--- config.mk ---
export PLATFORM = sky130hd
export DESIGN_NAME = mem_arbiter
export DESIGN_NICKNAME = d
export VERILOG_FILES = /design/src/rtl/configure.sv /design/src/rtl/mem_decoder.sv /design/src/rtl/mem_arbiter.sv
export SDC_FILE = /design/constraint.sdc
export NUM_CORES = 1
export LEC_CHECK = 0
export BUFFER_PORTS_ARGS = -buffer_cell sky130_fd_sc_hd__buf_2
export CORE_UTILIZATION = 30
export DETAILED_ROUTE_END_ITERATION = 10
export MAX_ROUTING_LAYER = met4
export SLEW_MARGIN = 20
export SYNTH_ARGS = -nofsm -noshare
export SYNTH_HDL_FRONTEND = slang
export SYNTH_SLANG_ARGS = --single-unit
--- constraint.sdc ---
create_clock -name clock -period 2.95 [get_ports clock]
set_input_delay 0 -clock clock [delete_from_list [all_inputs] [get_ports clock]]
set_output_delay 0 -clock clock [all_outputs]
set_load 0.01 [all_outputs]
--- src/rtl/configure.sv ---
// Shared SoC configuration: address map of the memory-mapped devices and the
// request bundle used between the core, the arbiter and the peripherals.
package configure;

  // Device windows, each covering base <= addr < top.
  localparam logic [31:0] ROM_BASE   = 32'h0000_0000;
  localparam logic [31:0] ROM_TOP    = 32'h0001_0000;
  localparam logic [31:0] UART_BASE  = 32'h0100_0000;
  localparam logic [31:0] UART_TOP   = 32'h0100_1000;
  localparam logic [31:0] CLINT_BASE = 32'h0200_0000;
  localparam logic [31:0] CLINT_TOP  = 32'h0200_C000;
  localparam logic [31:0] AVL_BASE   = 32'h8000_0000;
  localparam logic [31:0] AVL_TOP    = 32'h9000_0000;

  // One memory request as issued by a requester.
  typedef struct packed {
    logic        valid;
    logic        instr;
    logic [31:0] addr;
    logic [31:0] wdata;
    logic [3:0]  wstrb;
  } mem_req_t;

  // Unsigned half-open window test.
  function automatic logic in_range(input logic [31:0] addr,
                                    input logic [31:0] base,
                                    input logic [31:0] top);
    return (addr >= base) && (addr < top);
  endfunction

endpackage

--- src/rtl/mem_decoder.sv ---
// Address decoder: reports whether an address hits any device window.
module mem_decoder
  import configure::*;
(
  input  logic [31:0] addr,
  output logic        mapped
);

  // An address is mapped when it falls in at least one device window.
  always_comb begin
    mapped = in_range(addr, ROM_BASE, ROM_TOP)
           | in_range(addr, UART_BASE, UART_TOP)
           | in_range(addr, CLINT_BASE, CLINT_TOP)
           | in_range(addr, AVL_BASE, AVL_TOP);
  end

endmodule

--- src/rtl/mem_arbiter.sv ---
// Two-port (instruction / data) arbiter in front of a single memory bus.
// One transaction at a time; fair round-robin when both ports request;
// unmapped addresses are answered locally with an error response.
module mem_arbiter
  import configure::*;
(
  input  logic        clock,
  input  logic        reset,

  input  logic        imem_valid,
  input  logic        imem_instr,
  input  logic [31:0] imem_addr,
  input  logic [31:0] imem_wdata,
  input  logic [3:0]  imem_wstrb,
  output logic [31:0] imem_rdata,
  output logic        imem_ready,
  output logic        imem_error,

  input  logic        dmem_valid,
  input  logic        dmem_instr,
  input  logic [31:0] dmem_addr,
  input  logic [31:0] dmem_wdata,
  input  logic [3:0]  dmem_wstrb,
  output logic [31:0] dmem_rdata,
  output logic        dmem_ready,
  output logic        dmem_error,

  output logic        mem_valid,
  output logic        mem_instr,
  output logic [31:0] mem_addr,
  output logic [31:0] mem_wdata,
  output logic [3:0]  mem_wstrb,
  input  logic [31:0] mem_rdata,
  input  logic        mem_ready
);

  typedef enum logic [1:0] {
    IDLE   = 2'd0,
    BUSY_I = 2'd1,
    BUSY_D = 2'd2,
    ERR    = 2'd3
  } state_t;

  state_t   state_r;
  state_t   state_nxt;
  mem_req_t req_r;      // request captured at grant time
  logic     last_d_r;   // 1: dmem was served most recently
  logic     owner_d_r;  // 1: the current transaction belongs to dmem
  logic     grant_i;
  logic     grant_d;
  logic     mapped;

  // Decode the captured address; it is stable for the whole transaction.
  mem_decoder u_decoder (
    .addr   (req_r.addr),
    .mapped (mapped)
  );

  // Grant only from IDLE; on a tie favour the port that was not served last.
  always_comb begin
    grant_i = 1'b0;
    grant_d = 1'b0;
    if (state_r == IDLE) begin
      if (imem_valid && dmem_valid) begin
        grant_d = ~last_d_r;
        grant_i = last_d_r;
      end else begin
        grant_d = dmem_valid;
        grant_i = imem_valid;
      end
    end else begin
      grant_i = 1'b0;
      grant_d = 1'b0;
    end
  end

  // Next-state logic. An unmapped grant is diverted to ERR before any bus
  // activity; completion always passes through IDLE, so no back-to-back grant.
  always_comb begin
    state_nxt = state_r;
    case (state_r)
      IDLE: begin
        if (grant_d) begin
          state_nxt = BUSY_D;
        end else if (grant_i) begin
          state_nxt = BUSY_I;
        end else begin
          state_nxt = IDLE;
        end
      end
      BUSY_I, BUSY_D: begin
        if (!mapped) begin
          state_nxt = ERR;
        end else if (mem_ready) begin
          state_nxt = IDLE;
        end else begin
          state_nxt = state_r;
        end
      end
      ERR: begin
        state_nxt = IDLE;
      end
      default: begin
        state_nxt = IDLE;
      end
    endcase
  end

  // State register.
  always_ff @(posedge clock) begin
    if (reset) begin
      state_r <= IDLE;
    end else begin
      state_r <= state_nxt;
    end
  end

  // Capture the granted request and remember who was served.
  always_ff @(posedge clock) begin
    if (reset) begin
      req_r     <= '0;
      last_d_r  <= 1'b0;
      owner_d_r <= 1'b0;
    end else if (grant_d) begin
      req_r     <= '{valid: 1'b1, instr: dmem_instr, addr: dmem_addr,
                     wdata: dmem_wdata, wstrb: dmem_wstrb};
      last_d_r  <= 1'b1;
      owner_d_r <= 1'b1;
    end else if (grant_i) begin
      req_r     <= '{valid: 1'b1, instr: imem_instr, addr: imem_addr,
                     wdata: imem_wdata, wstrb: imem_wstrb};
      last_d_r  <= 1'b0;
      owner_d_r <= 1'b0;
    end else begin
      req_r     <= req_r;
      last_d_r  <= last_d_r;
      owner_d_r <= owner_d_r;
    end
  end

  // Output decode. Everything is forced low while reset is asserted so an
  // abandoned transaction never produces a ready pulse.
  always_comb begin
    mem_valid  = 1'b0;
    mem_instr  = 1'b0;
    mem_addr   = 32'h0000_0000;
    mem_wdata  = 32'h0000_0000;
    mem_wstrb  = 4'h0;
    imem_ready = 1'b0;
    imem_error = 1'b0;
    imem_rdata = 32'h0000_0000;
    dmem_ready = 1'b0;
    dmem_error = 1'b0;
    dmem_rdata = 32'h0000_0000;
    if (!reset) begin
      case (state_r)
        BUSY_I, BUSY_D: begin
          if (mapped) begin
            mem_valid = req_r.valid;
            mem_instr = req_r.instr;
            mem_addr  = req_r.addr;
            mem_wdata = req_r.wdata;
            mem_wstrb = req_r.wstrb;
            if (mem_ready && state_r == BUSY_D) begin
              dmem_ready = 1'b1;
              dmem_rdata = mem_rdata;
            end else if (mem_ready) begin
              imem_ready = 1'b1;
              imem_rdata = mem_rdata;
            end else begin
              dmem_ready = 1'b0;
              imem_ready = 1'b0;
            end
          end else begin
            mem_valid = 1'b0;
          end
        end
        ERR: begin
          if (owner_d_r) begin
            dmem_ready = 1'b1;
            dmem_error = 1'b1;
          end else begin
            imem_ready = 1'b1;
            imem_error = 1'b1;
          end
        end
        default: begin
          mem_valid = 1'b0;
        end
      endcase
    end else begin
      mem_valid = 1'b0;
    end
  end

endmodule

== Word-level counts from Yosys, hierarchy flattened ==
Index checks and enable logic that the tools add are counted.

* Order comparisons: 8
* Equality and inequality tests: 4
* Mux-type cells: 52
* Bitwise gates (word level): 4
* Reduce and logical (&&, ||, !) cells: 9

{| class="wikitable"
|+ Operators by type and width
! cell !! number
|-
| 32-bit two-way mux || 15
|-
| 70-bit two-way mux || 2
|-
| 32-bit by 1-bit >= comparator with 1-bit output (second input constant) || 1
|-
| 32-bit by 25-bit >= comparator with 1-bit output (second input constant) || 1
|-
| 32-bit by 26-bit >= comparator with 1-bit output (second input constant) || 1
|-
| 32-bit >= comparator (second input constant) || 1
|-
| 32-bit by 17-bit < comparator with 1-bit output (second input constant) || 1
|-
| 32-bit by 25-bit < comparator with 1-bit output (second input constant) || 1
|-
| 32-bit by 26-bit < comparator with 1-bit output (second input constant) || 1
|-
| 32-bit < comparator (second input constant) || 1
|-
| 1-bit two-way mux || 26
|-
| 4-bit two-way mux || 3
|-
| 1-bit logical AND || 6
|-
| 2-bit two-way mux || 3
|-
| 2-bit case mux with 3 select lines || 1
|-
| 2-bit equality test (second input constant) || 2
|-
| 1-bit case mux with 2 select lines || 2
|-
| 3-bit inequality test (second input constant) || 1
|-
| 1-bit OR || 3
|-
| 2-bit by 1-bit equality test with 1-bit output (second input constant) || 1
|-
| 2-bit zero test || 1
|-
| 2-bit nonzero test || 1
|-
| 2-bit OR reduction || 1
|-
| 1-bit NOT || 1
|}

* Bits in registers: 73
* Input bits: 175
* Output and inout port bits: 138
* Logic and storage cells: 84

== Logic depth before layout (Yosys ltp) ==
* Word-level depth: 8
* Gate-level depth with buffers: 8

== Hierarchy ==
Synthesis repeated with hierarchy kept, for this count alone.

* Cells, all modules: 470
* Area total of the unflattened synthesis: 4075.2 sq um

{| class="wikitable"
|+ By module, submodules not included
! module !! times used !! cells an instance !! area an instance (sq um)
|-
| mem_arbiter || 1 || 459 || 4001.3
|-
| mem_decoder || 1 || 11 || 73.8
|}

== Worst setup path after synthesis ==
No wires, ideal clock.

* Path kind: register to register
* Start: reg state_r[0]
* End: reg req_r[12] (netlist bit)
* Arrival time: 1571 ps
* Required time: 2859 ps
* Setup slack: 1288 ps
* Cell stages (with the launch flop): 9
* Path buffers: 3
* Period minus slack after synthesis: 1662 ps
* Cells stage by stage: dfxtp_1 -> inv_1 -> ha_1 -> buf_2 -> and3_1 -> clkbuf_1 -> clkbuf_1 -> nand2_1 -> a311oi_1

* Cells in the longest elaborated chain, start to end: 3
* Elaborated cells between the ends (all ways): 5
* Those cells by class: mux (3); reduce/logical (2)

{| class="wikitable"
|+ RTL lines
! item !! line !! RTL
|-
| start: declaration || mem_arbiter.sv:44 || <nowiki>state_t state_r;</nowiki>
|-
| start signal: assignment || mem_arbiter.sv:114 || <nowiki>state_r <= state_nxt;</nowiki>
|-
| 2-bit zero test * || mem_arbiter.sv:63 || <nowiki>if (state_r == IDLE) begin</nowiki>
|-
| 1-bit two-way mux || mem_arbiter.sv:63 ||
|-
| 70-bit two-way mux / 2-bit nonzero test (equally long branches) || -- ||
|-
| end signal: assignment || mem_arbiter.sv:125 || <nowiki>req_r <= '{valid: 1'b1, instr: dmem_instr, addr: dmem_addr,</nowiki>
|-
| end signal: assignment || mem_arbiter.sv:130 || <nowiki>req_r <= '{valid: 1'b1, instr: imem_instr, addr: imem_addr,</nowiki>
|-
| end signal: assignment || mem_arbiter.sv:135 || <nowiki>req_r <= req_r;</nowiki>
|-
| end: declaration || mem_arbiter.sv:46 || <nowiki>mem_req_t req_r;</nowiki>
|}

Every way passes the cells marked *; elsewhere a longest branch is shown, timed or not.
A chain may end at the register's enable or synchronous reset.

== Worst setup path in the final report ==
* Start: reg state_r[0]
* End: reg req_r[65] (netlist bit)

Same word-level chain as after synthesis.

==> impl_metrics.tcl <==
set metrics [dict create \
    status "finished, violations left" \
    violations "design-rule violations" \
    hold_viol_final 0 \
    setup_viol 0 \
    fin_crit_sh_pct 88.6 \
    die_x_um 121 \
    gp_congestion 0.813 \
    slew_headroom_pct 49.7 \
    grt_max_degree 72 \
    yosys.cell_count.top_type "nand2_1" \
    insertion_delay_ns 0.34 \
    period_needed_ns 2.61 \
    first_pass_iters 7 \
    cpMaxStageDelayCell "dlygate4sd3_1" \
    ys.flop_type "dfxtp_1" \
    clkSinkCount 73 \
    crit_arrival_ns 2.89 \
    finalNetCount 1211 \
    synth.top_cell.area_share_pct 34.3 \
    critical-path-max-stage-delay_ns 0.59 \
    ir_drop_mv 0.367 \
    drive_gt1_share_pct 33.0 \
    track_usage_pct 23.0 \
    cp-end-kind "flop" \
    powerDensity_nw_per_um2 722 \
    synth_cell_type_count 30 \
    hold_buffers 139 \
    cts.clk_slew.worst_paths_ns 0.06 \
    die-height_um 121 \
    ys_seq_area_share_pct 34.3 \
    cp_max_fo 36 \
    cts_buffers 9 \
    cp_cell_sequence "inv_1 > ha_1 > o21a_4 > buf_4 > nor2_1 > a311oi_1 > dlygate4sd3_1" \
    criticalPathCategory "reg -> reg" \
    htree_levels 3 \
    cts_setup_buffers 0 \
    num_io_pins 313 \
    grt_pass1_vias 5508 \
    antenna_cells 0 \
    yosys-top-cells-area "dfxtp_1 (34%), a311oi_1 (14%), nand2_1 (13%)" \
    hp-class "in -> reg" \
    antenna_left 0 \
    yosysTopAreaCell "dfxtp_1" \
    totalWireLength_mm 16.8 \
    drt-vias-per-instance 4.72 \
    antenna_found_initial 0 \
    synth_edf_count 0 \
    async_flop_share_pct 0 \
    num_rows 43 \
    vias 5752 \
    worstMarginPinSlew_ns 0.754 \
    synth_seq_cells 73 \
    die_area_um2 14700 \
    ctsRootBufferMaster "clkbuf_16" \
    area_growth_pct 79.0 \
    fin_util_pct 54.9 \
    fin_ws_ns 0.335 \
    synth_common_cells "nand2_1 (143), nor2_1 (138), dfxtp_1 (73)" \
    leakagePower_nw 3.94 \
    core_um2 13900 \
    grt.overflow.total 0 \
    fmax_ghz 0.382 \
    cts-resized-gates 0 \
    dp_hpwl_mm 11.4 \
    tns_ns 0 \
    io_buffer_count 309 \
    clockBufferDepth 2 \
    grt_pass1_wl_mm 25.9 \
    start_util_pct 30.7 \
    final_max_slew_viol_count 0 \
    yosysWarnings 0 \
    drt_iter0_drc 268 \
    rsz0062_at_grt "no" \
    netlist_instances 618 \
    place_ws_ns 0.777 \
    synth_area_um2 4260 \
    tritoncts "done" \
    drc_errors 2 \
    wl_per_cell_um 13.8 \
    maxCapViolCount 0 \
    syn_area_per_cell_um2 6.89 \
    required_ns 3.22 \
    clock_skew_ns 0.0105 \
    cp-start-kind "flop" \
]
metrics by stage:
step | std cells | instance area [um2] | power, W | hold WS, ns
floorplan | 620 | 4270 | 0.00309 | 0.116
global placement | 1063 | 5920 | 0.00371 | 0.267
detailed placement | 1063 | 5920 | 0.00371 | 0.264
CTS | 1218 | 7620 | 0.00550 | 0.0212
global route | 1218 | 7620 | 0.00594 | 0.0532
finish | 1218 | 7620 | 0.00551 | 0.0333
layout by cell type (no fill, tap or decap), drive strengths merged, types with 2 or more instances in the layout:
cell and count:
a211oi 4, a21oi 2, a311oi 70, and2 67, buf 322, clkbuf 12, clkinvlp 2, conb 3
dfxtp 73, dlygate4sd3 139, ha 3, inv 4, nand2 143, nand2b 32, nand3 5, nor2 138
nor3b 2, nor4 2, o21a 3
logic make-up after synthesis:
group / count (synthesis) / share of synthesized area (%)
buffers and inverters: 63 / 6.49
adder cells (fa/ha/maj): 3 / 0.881
multiplexers: 1 / 0.235
AO/OA/AOI/OAI: 83 / 16.7
other: 1 / 0.0880
flip-flops: 73 / 34.3
AND/OR/NAND/NOR: 394 / 41.3
flip-flops by register name, indices dropped and copies added, names as in the netlist:
register and count:
owner_d_r 1, req_r 70, state_r 2
worst max-delay path, delay by kind of cell (launching register included):
| kind | cells | cell delay, ns |
|---|---|---|
| buffers and inverters | 3 | 1.03 |
| adders and majority gates | 1 | 0.36 |
| AOI/OAI and AO/OA | 2 | 0.75 |
| DFF | 1 | 0.32 |
| and+or+nand+nor | 1 | 0.07 |
per-layer routing:
| metal | vias to the layer above | track usage, % | part of all wire (%) |
|---|---|---|---|
| met5 | - | - | 0 |
| met2 | 209 | 42.6 | 52 |
| met1 | 2612 | 23.7 | 40 |
| li1 | 2885 | - | - |
| met3 | 46 | 3.48 | 5.2 |
| met4 | 0 | 10.4 | 3.3 |
layout make-up:
| class | instances | area [um2] |
|---|---|---|
| clock buffer | 12 | 267 |
| fill | 1383 | 6260 |
| timing repair buffer | 461 | 3060 |
| sequential | 73 | 1460 |
| tap | 180 | 225 |
| inverter | 4 | 15.0 |
| clock inverter | 4 | 50.0 |
| multi-input combinational | 484 | 2540 |
power breakdown:
part           switching (W)  internal [W]
Sequential          0.000277       0.00143
Clock               0.000431      0.000723
Combinational        0.00135       0.00130
final timing paths:
path | start | cells after the start | end | slack [ns]
min reg2reg | req_r[69]$_SDFFE_PP0P_ | 2 | req_r[69]$_SDFFE_PP0P_ | 0.49
min | dmem_valid | 3 | owner_d_r$_SDFFE_PP0P_ | 0.03
max | state_r[0]$_SDFFE_PP0P_ | 7 | req_r[65]$_SDFFE_PP0P_ | 0.34
max reg2reg | state_r[0]$_SDFFE_PP0P_ | 7 | req_r[65]$_SDFFE_PP0P_ | 0.34
Note: power is estimated with default switching activity, not from simulation.
